<file path="src/rtl/adder_pkg.sv">
// Shared constants for the segmented pipelined adder.
// Defaults give a 16-bit adder split into four 4-bit stages.
package adder_pkg;

    localparam int DEFAULT_WIDTH     = 16;
    localparam int DEFAULT_SEG_WIDTH = 4;

endpackage

</file>
<file path="src/rtl/adder_1bit.sv">
// Single-bit full adder cell.
// Building block of the ripple segment adder.
module adder_1bit (
    input  logic a,
    input  logic b,
    input  logic cin,
    output logic sum,
    output logic cout
);

    assign sum  = a ^ b ^ cin;
    assign cout = (a & b) | (cin & (a ^ b));

endmodule

</file>
<file path="src/rtl/adder_nbit.sv">
// Ripple adder of BITS full-adder cells.
// Also exposes the carry into the top bit for overflow detection.
module adder_nbit #(
    parameter int BITS = 4
) (
    input  logic [BITS-1:0] a,
    input  logic [BITS-1:0] b,
    input  logic            cin,
    output logic [BITS-1:0] sum,
    output logic            cout,
    output logic            cmsb
);

    logic [BITS:0] c;

    assign c[0] = cin;

    for (genvar i = 0; i < BITS; i++) begin : g_bit
        adder_1bit u_bit (
            .a    (a[i]),
            .b    (b[i]),
            .cin  (c[i]),
            .sum  (sum[i]),
            .cout (c[i+1])
        );
    end

    assign cout = c[BITS];
    assign cmsb = c[BITS-1];

endmodule

</file>
<file path="src/rtl/pipelined_adder.sv">
// Segmented add/subtract pipeline, one SEG_WIDTH slice per stage.
// Whole pipeline stalls when the output is valid but not taken.
module pipelined_adder
    import adder_pkg::*;
#(
    parameter int WIDTH     = DEFAULT_WIDTH,
    parameter int SEG_WIDTH = DEFAULT_SEG_WIDTH
) (
    input  logic             clk,
    input  logic             n_rst,
    input  logic             in_valid,
    output logic             in_ready,
    input  logic [WIDTH-1:0] a,
    input  logic [WIDTH-1:0] b,
    input  logic             carry_in,
    input  logic             sub,
    output logic             out_valid,
    input  logic             out_ready,
    output logic [WIDTH-1:0] sum,
    output logic             carry_out,
    output logic             overflow
);

    localparam int SEG      = (SEG_WIDTH < 1) ? 1 : SEG_WIDTH;
    localparam int NUM_SEGS = (WIDTH < SEG) ? 1 : WIDTH / SEG;

    if (SEG_WIDTH < 1 || WIDTH < SEG || (WIDTH % SEG) != 0) begin : g_bad_cfg
        $error("pipelined_adder: WIDTH must be a positive multiple of SEG_WIDTH");
    end

    logic [WIDTH-1:0]    b_eff;
    logic                cin_eff;

    logic [WIDTH-1:0]    a_q [NUM_SEGS];
    logic [WIDTH-1:0]    b_q [NUM_SEGS];
    logic [WIDTH-1:0]    s_q [NUM_SEGS];
    logic [NUM_SEGS-1:0] v_q;
    logic [NUM_SEGS-1:0] c_q;
    logic                ovf_q;

    logic [SEG-1:0]      seg_a  [NUM_SEGS];
    logic [SEG-1:0]      seg_b  [NUM_SEGS];
    logic [SEG-1:0]      seg_s  [NUM_SEGS];
    logic                seg_ci [NUM_SEGS];
    logic                seg_co [NUM_SEGS];
    logic                seg_cm [NUM_SEGS];

    // Subtraction is A + ~B + 1; carry_in only matters when adding.
    assign b_eff   = sub ? ~b : b;
    assign cin_eff = sub | carry_in;

    assign in_ready  = ~(v_q[NUM_SEGS-1] & ~out_ready);
    assign out_valid = v_q[NUM_SEGS-1];
    assign sum       = s_q[NUM_SEGS-1];
    assign carry_out = c_q[NUM_SEGS-1];
    assign overflow  = ovf_q;

    for (genvar k = 0; k < NUM_SEGS; k++) begin : g_stage
        if (k == 0) begin : g_first
            assign seg_a[k]  = a[SEG-1:0];
            assign seg_b[k]  = b_eff[SEG-1:0];
            assign seg_ci[k] = cin_eff;
        end else begin : g_rest
            assign seg_a[k]  = a_q[k-1][k*SEG +: SEG];
            assign seg_b[k]  = b_q[k-1][k*SEG +: SEG];
            assign seg_ci[k] = c_q[k-1];
        end

        adder_nbit #(
            .BITS (SEG)
        ) u_add (
            .a    (seg_a[k]),
            .b    (seg_b[k]),
            .cin  (seg_ci[k]),
            .sum  (seg_s[k]),
            .cout (seg_co[k]),
            .cmsb (seg_cm[k])
        );
    end

    // Stage registers: each shifts one slot when the output side can move.
    always_ff @(posedge clk or negedge n_rst) begin
        if (!n_rst) begin
            for (int k = 0; k < NUM_SEGS; k++) begin
                a_q[k] <= '0;
                b_q[k] <= '0;
                s_q[k] <= '0;
            end
            v_q   <= '0;
            c_q   <= '0;
            ovf_q <= 1'b0;
        end else if (in_ready) begin
            v_q[0] <= in_valid;
            c_q[0] <= seg_co[0];
            a_q[0] <= a;
            b_q[0] <= b_eff;
            s_q[0] <= WIDTH'(seg_s[0]);
            for (int k = 1; k < NUM_SEGS; k++) begin
                v_q[k] <= v_q[k-1];
                c_q[k] <= seg_co[k];
                a_q[k] <= a_q[k-1];
                b_q[k] <= b_q[k-1];
                s_q[k] <= s_q[k-1] | (WIDTH'(seg_s[k]) << (k * SEG));
            end
            ovf_q <= seg_cm[NUM_SEGS-1] ^ seg_co[NUM_SEGS-1];
        end
    end

endmodule

</file>
<file path="config.mk">
export PLATFORM = sky130hd
export DESIGN_NAME = pipelined_adder
export DESIGN_NICKNAME = d
export VERILOG_FILES = /design/src/rtl/adder_pkg.sv /design/src/rtl/adder_1bit.sv /design/src/rtl/adder_nbit.sv /design/src/rtl/pipelined_adder.sv
export SDC_FILE = /design/constraint.sdc
export NUM_CORES = 1
export LEC_CHECK = 0
export CORE_MARGIN = 3
export CORE_UTILIZATION = 40
export DETAILED_ROUTE_END_ITERATION = 8
export SETUP_SLACK_MARGIN = 0.1
export SYNTH_ARGS = -nofsm -noshare
export SYNTH_HDL_FRONTEND = slang
export SYNTH_SLANG_ARGS = --single-unit
</file>
<file path="constraint.sdc">
create_clock -name clk -period 2.96 [get_ports clk]
set_input_delay 0.888 -clock clk [delete_from_list [all_inputs] [get_ports clk]]
set_output_delay 0.888 -clock clk [all_outputs]
set_load 0.02 [all_outputs]
</file>
# After elaboration in Yosys (flattened, before gate mapping)
# Index checks and enable logic that the tools add are counted.
# totals
mem_count	0
elab_cells	103
mem_bits_ro	0
regBits	157
ram_bits	0
latch_bits	0
# op_classes
n_reduce_logical	0
magnitude_cmp	0
n_mul	0
n_div	0
eq_ne	0
add_sub_neg	0
shifts	0
n_bitwise	89
muxes	1
# ops
operator	count
$and 1x1->1	33
$xor 1x1->1	33
$or 1x1->1	17
$mux 16	1
$not 16->16	1
$or 16x12->16	1
$or 16x16->16	1
$or 4x8->8	1
$not 1->1	2

# Logic depth before layout (Yosys ltp)
# Gate-level depths: netlist of the first run.
# logic_depth
word_depth	11
mapped_depth	9
ltp_nobuf	9

# Modules after synthesis
# A second synthesis of the first run with hierarchy kept.
# unflattened
hier_cells	258
hier_area_um2	4246.6
# by_module_without_submodules
module	instances	area_per_inst_um2	cells_each
pipelined_adder	1	3926.3	242
adder_1bit	16	20.0	1

# Least setup slack after synthesis of the first run
# OpenSTA, ideal clock, no wires.
# synth_path
kind	input to register
from	input sub
to	register s_q[51] (netlist name)
path_buffers	2
setup_ns	0.125
stages	9
arrival_ns	3.246
slack_ns	-0.411
required_time_ns	2.835
cell_sequence	buf_2 -> buf_4 -> xnor2_1 -> fa_1 -> fa_1 -> fa_1 -> inv_1 -> fa_1 -> mux2_2
# synth_between
elab_chain_cells	9
word_cells_on_any_way	16
classes_between	mux (1); bitwise (15)
# synth_rtl
element	line_no	source
start, declared	pipelined_adder.sv:16	input logic sub,
$mux 16	pipelined_adder.sv:49	assign b_eff = sub ? ~b : b;
$xor 1x1->1	adder_1bit.sv:12	assign cout = (a & b) | (cin & (a ^ b));
$and 1x1->1	adder_1bit.sv:12	
$or 1x1->1	adder_1bit.sv:12	
$and 1x1->1	adder_1bit.sv:12	
$or 1x1->1	adder_1bit.sv:12	
$and 1x1->1	adder_1bit.sv:12	
$or 1x1->1	adder_1bit.sv:12	
$xor 1x1->1 *	adder_1bit.sv:11	assign sum = a ^ b ^ cin;
named net g_stage[0].u_add.g_bit[3].u_bit.sum	adder_1bit.sv:7	output logic sum,
end signal, assigned by index	pipelined_adder.sv:103	s_q[k] <= s_q[k-1] | (WIDTH'(seg_s[k]) << (k * SEG));
end, declared	pipelined_adder.sv:36	logic [WIDTH-1:0] s_q [NUM_SEGS];
# The timed path passes the listed nets; every way through them passes the cells marked *.
# A chain may end at the register's enable or synchronous reset.

# Worst setup path in the final report of the first run
# Same ends and word-level chain as after synthesis.

==> impl_metrics.env, run 1 <==
export IMPL_drive_gt1_share_pct=33.33
export IMPL_worstPathArrival_ns=3.06
export IMPL_start_kind="input port"
export IMPL_wirelength_mm=7.588
export IMPL_rrSetupSlack_ns=0.59
export IMPL_multi_input_area_um2=1742
export IMPL_grt_start_max_net_pins=54
export IMPL_n_antenna_cell=0
export IMPL_fillers=935
export IMPL_synth_nets=350
export IMPL_drv_slew=0
export IMPL_antenna_left=0
export IMPL_critPathLaunch="sub"
export IMPL_die_w_um=111.7
export IMPL_routabilityCongestion=0.7002
export IMPL_rows=37
export IMPL_cts_sinks=97
export IMPL_synth_seq_cells=97
export IMPL_overflow=0
export IMPL_finClkSkew_ns=0.008194
export IMPL_antenna_found_initial=0
export IMPL_wl_per_cell_um=15.78
export IMPL_power_density_nw_per_um2=989.6
export IMPL_postSynthAreaPerCell_um2=15.11
export IMPL_die_height_um=111.7
export IMPL_grt_setup_unrepaired="false"
export IMPL_dieArea_um2=12480
export IMPL_maxCapViolCount=0
export IMPL_power_leakage_uw=0.002363
export IMPL_initial_core_util_pct=42.18
export IMPL_grt_pass1_vias=2476
export IMPL_irDropWorstVdd_v=0.0003905
export IMPL_dp_hpwl_mm=5.074
export IMPL_synth_cells=296
export IMPL_yosys_warnings=0
export IMPL_tightest_slew_ns=0.8781
export IMPL_required_ns=3.20
export IMPL_synth_area_um2=4472
export IMPL_setup_violations=0
export IMPL_cts_made_buffers=9
export IMPL_io_buffers=57
export IMPL_cts_max_path_buffers=2
export IMPL_nets=394
export IMPL_fp_coreArea_um2=10600
export IMPL_cts_tree="done"
export IMPL_cts_max_level=3
export IMPL_ys_seq_area_share_pct=54.28
export IMPL_hold_viol_final=0
export IMPL_critPathMaxFanout=3
export IMPL_clk_latency_ns=0.35
export IMPL_routed_via_count=2277
export IMPL_crit_type="in2reg"
export IMPL_r2r_start="a_q[28]"
export IMPL_fmax_mhz=354.7
export IMPL_ff2ff_path_depth=9
export IMPL_design_area_um2=5279
export IMPL_firstDrtPassIters=4
export IMPL_drcViolationCount=0
export IMPL_worstSetupEndpointType="flop"
export IMPL_slew_headroom_pct=41.46
export IMPL_yosysUniqueCellTypes=18
export IMPL_grt_usage_pct=13.18
export IMPL_avgViaCountPerCell=4.734
export IMPL_hold_class="reg2reg"
export IMPL_setup_tns_ns=0
export IMPL_min_from="v_q[2]"
export IMPL_period_minus_slack_ns=2.819
export IMPL_design_power_total_uw=5224
export IMPL_min_period_over_period_pct=95.24
export IMPL_regArea_um2=2427
export IMPL_area_growth_pct=18.05
export IMPL_grt_first_pass_wirelength_mm=13.05
export IMPL_post_dp_cell_area_um2=5040
export IMPL_clkTransAtPathRegs_ns=0.09
export IMPL_cts_root_buf="clkbuf_8"
export IMPL_ios=58
export IMPL_outcome="complete, no violations"
export IMPL_drtIter0Drc=103
export IMPL_holdPathStages=1
export IMPL_post_cts_buffers=0
[layout by cell type, fill, tap and decap left out]
cell type        netlist  final
dfrtp_1               97     97
clkdlybuf4s50_1        0     50
mux2_2                48     47
mux2_4                34     35
inv_1                 25     23
fa_1                  16     13
clkbuf_8               0     13
xor2_1                11     11
nor3b_1               11     11
a21oi_1               11     11
xnor2_1                6      5
buf_4                 21      5
mux2i_1                3      3
fa_2                   0      3
clkinvlp_4             0      3
dlymetal6s2s_1         0      3
buf_6                  6      3
inv_2                  0      2
nor2_1                 1      1
nor2b_4                0      1
inv_4                  1      1
nand2b_1               1      1
xnor2_4                0      1
dlygate4sd2_1          0      1
buf_12                 0      1
[worst max-delay path, cell delays in order]
cell and delay, ns:
buf_6 0.12, xnor2_4 0.12, fa_2 0.41, fa_2 0.41, fa_2 0.39, inv_2 0.06, fa_1 0.38, mux2_4 0.27
[cell families (layout without fill, tap and decap cells)]
kind of cell / Yosys count / after routing / synth area share (%)
multiplexers: 85 / 85 / 24.17
XOR/XNOR: 17 / 17 / 3.330
buffers and inverters: 56 / 105 / 7.554
flip-flops: 97 / 97 / 54.28
AND/OR/NAND/NOR: 14 / 14 / 2.266
AO/OA/AOI/OAI: 11 / 11 / 1.231
adder cells (fa/ha/maj): 16 / 16 / 7.163
[worst paths after layout]
path,to
min reg2reg,v_q[3]
max in group asynchronous,a_q[56]
min,v_q[3]
max,s_q[51]
max reg2reg,overflow
min in group asynchronous,sum[3]
[timing repair]
action	CTS	global route
endpoints found under the setup margin	3	2
resized for setup	2	21
pin swaps	0	5
hold buffers	0	0
[cells in the mapped netlist (all sizes together)]
master | n | share of area (%)
nor2b | 1 | 0.20
nand2b | 1 | 0.14
a21oi | 11 | 1.2
dfrtp | 97 | 54
clkbuf | 2 | 0.17
mux2 | 82 | 24
xor2 | 11 | 2.2
nor3b | 11 | 1.8
xnor2 | 6 | 1.2
fa | 16 | 7.2
nor2 | 1 | 0.084
mux2i | 3 | 0.67
inv | 26 | 2.2
buf | 28 | 5.1
[metal layers]
layer	global-route usage [%]	routed length (um)
met5	0	0
met4	4.623	82
met3	2.554	228
met2	20.58	3730
met1	18.46	3547
[per-stage QoR]
step / util (%) / setup slack (ns) / instances / hold WS [ns]
finish: 49.79 / 0.1409 / 481 / 0.4843
CTS: 49.42 / -0.08788 / 481 / 0.4838
floorplan: - / -0.2573 / 296 / 0.4349
detailed placement: 47.54 / -0.6684 / 465 / 0.4670
global placement: 47.54 / -0.6264 / 465 / 0.4624
global route: 49.79 / 0.1035 / 481 / 0.5077
[layout make-up]
cell class                      instances  share of cell area, %
Inverter                               26                  1.896
Sequential cell                        97                  45.98
Clock buffer                           13                  3.389
Multi-Input combinational cell        143                  32.99
Timing Repair Buffer                   63                  12.09
Tap cell                              136                  3.224
Clock inverter                          3                 0.4266
[registers in the layout, indices dropped and copies added, names as in the netlist]
register  cells
b_q          24
c_q           4
s_q          24
sum          16
overflow      1
a_q          24
v_q           4
[report_power, final]
group / switching [uW] / internal (uW)
clock: 444 / 398
sequential: 317 / 1920
combinational: 883 / 1260
total: 1640 / 3580
Power figures use the tool's default switching activity.
==> inputs of run 2 (changes only) <==
PLACE_DENSITY = 0.7   (was unset)
clock period = 2.8 ns   (was 2.96 ns; I/O delays follow)
==> impl_metrics.env, run 2 (synthesized netlist as in run 1, its figures left out) <==
export IMPL_cts_max_level=3
export IMPL_overflow=0
export IMPL_fmax_mhz=368.1
export IMPL_area_growth_pct=18.63
export IMPL_grt_usage_pct=12.42
export IMPL_required_ns=3.03
export IMPL_final_cell_mix="dfrtp_1, clkdlybuf4s50_1, mux2_2"
export IMPL_layout_commonest_cell="dfrtp_1"
export IMPL_slew_headroom_pct=43.10
export IMPL_wirelength_mm=7.353
export IMPL_avgViaCountPerCell=4.636
export IMPL_wl_per_cell_um=15.19
export IMPL_place_inst=466
export IMPL_worstPathArrival_ns=2.95
export IMPL_grt_start_max_net_pins=54
export IMPL_cts_made_buffers=9
export IMPL_clkTransAtPathRegs_ns=0.09
export IMPL_grt_pass1_vias=2468
export IMPL_setup_tns_ns=0
export IMPL_fp_coreArea_um2=10600
export IMPL_hold_viol_final=0
export IMPL_drcViolationCount=0
export IMPL_cts_tree="done"
export IMPL_routabilityCongestion=0.6952
export IMPL_firstDrtPassIters=4
export IMPL_worst_hold_slack_ns=0.4701
export IMPL_cts_sinks=97
export IMPL_final_core_util_pct=50.04
export IMPL_cts_hold_buf=0
export IMPL_nets=397
export IMPL_setup_violations=0
export IMPL_grt_setup_unrepaired="true"
export IMPL_design_area_um2=5305
export IMPL_die_height_um=111.7
export IMPL_reg_largest_list="a_q (24), b_q (24), s_q (24)"
export IMPL_worstSetupEndpointType="flop"
export IMPL_antenna_left=0
export IMPL_grt_first_pass_wirelength_mm=12.48
export IMPL_routed_via_count=2244
export IMPL_drive_gt1_share_pct=33.91
export IMPL_hold_class="reg2reg"
export IMPL_finClkSkew_ns=0.01271
export IMPL_min_period_over_period_pct=97.03
export IMPL_die_w_um=111.7
export IMPL_irDropWorstVdd_v=0.0003848
export IMPL_io_buffers=57
export IMPL_dieArea_um2=12480
export IMPL_drtIter0Drc=49
export IMPL_dp_hpwl_mm=5.045
export IMPL_critPathMaxFanout=5
export IMPL_power_density_nw_per_um2=1056
export IMPL_outcome="complete, no violations"
export IMPL_tightest_slew_ns=0.8536
export IMPL_period_minus_slack_ns=2.717
export IMPL_drv_slew=0
export IMPL_clk_latency_ns=0.35
export IMPL_crit_type="in2reg"
export IMPL_n_antenna_cell=0
export IMPL_ios=58
export IMPL_start_kind="input port"
export IMPL_rows=37
export IMPL_initial_core_util_pct=42.18
export IMPL_maxCapViolCount=0
export IMPL_cts_root_buf="clkbuf_8"
export IMPL_antenna_found_initial=0
export IMPL_post_dp_cell_area_um2=5055
export IMPL_layout_cells_non_filler=484
export IMPL_cts_max_path_buffers=2
export IMPL_power_leakage_uw=0.002370
## run 2: per-layer routing
layer  up-vias  part of all wire, %  global-route usage, %
met5         -                    0                      0
met4         0                  1.2                  4.623
met3         7                  2.7                  2.283
met2        30                   51                  20.26
met1      1153                   45                  16.59
li1       1054                    -                      -
## run 2: power by group
group          total (uW)  internal (uW)  switching (uW)
registers            2380           2030             345
logic                2290           1340             948
clock network         934            447             487
total                5600           3820            1780
## run 2: cell type report
type | instances | area [um^2]
sequential | 97 | 2427
inverter | 26 | 100.1
fill | 902 | 5296
timing repair buffer | 66 | 654.4
tap | 136 | 170.2
multi-input combinational | 143 | 1744
clock inverter | 6 | 71.32
clock buffer | 10 | 137.6
## run 2: worst paths after layout
check	start	endpoint	slack, ns	depth (start not counted)
worst max-delay path	sub	s_q[51]	0.08	9
worst min-delay path	v_q[2]	v_q[3]	0.47	1
worst max register to register	a_q[28]	overflow	0.43	9
worst min register to register	v_q[2]	v_q[3]	0.47	1
max in group asynchronous	n_rst	a_q[63]	1.62	2
min in group asynchronous	n_rst	a_q[53]	0.50	1
## run 2: critical path: stages
cell	delay (ns)
buf_8	0.10
buf_8	0.13
xnor2_4	0.12
fa_2	0.34
fa_2	0.35
fa_2	0.34
inv_2	0.06
fa_1	0.39
mux2_4	0.28
## run 2: repair_timing
item	CTS	global route
setup buffers	0	2
setup endpoints to repair	3	2
resized for setup	13	8
pin swaps	4	5
## run 2: stage by stage
stage / setup WS, ns / total power (uW)
6_report: 0.08329 / 5601
5_1_grt: 0.05964 / 6003
4_1_cts: -0.1005 / 5679
3_5_place_dp: -0.8227 / 4738
3_3_place_gp: -0.7771 / 4629
2_1_floorplan: -0.3251 / 4169
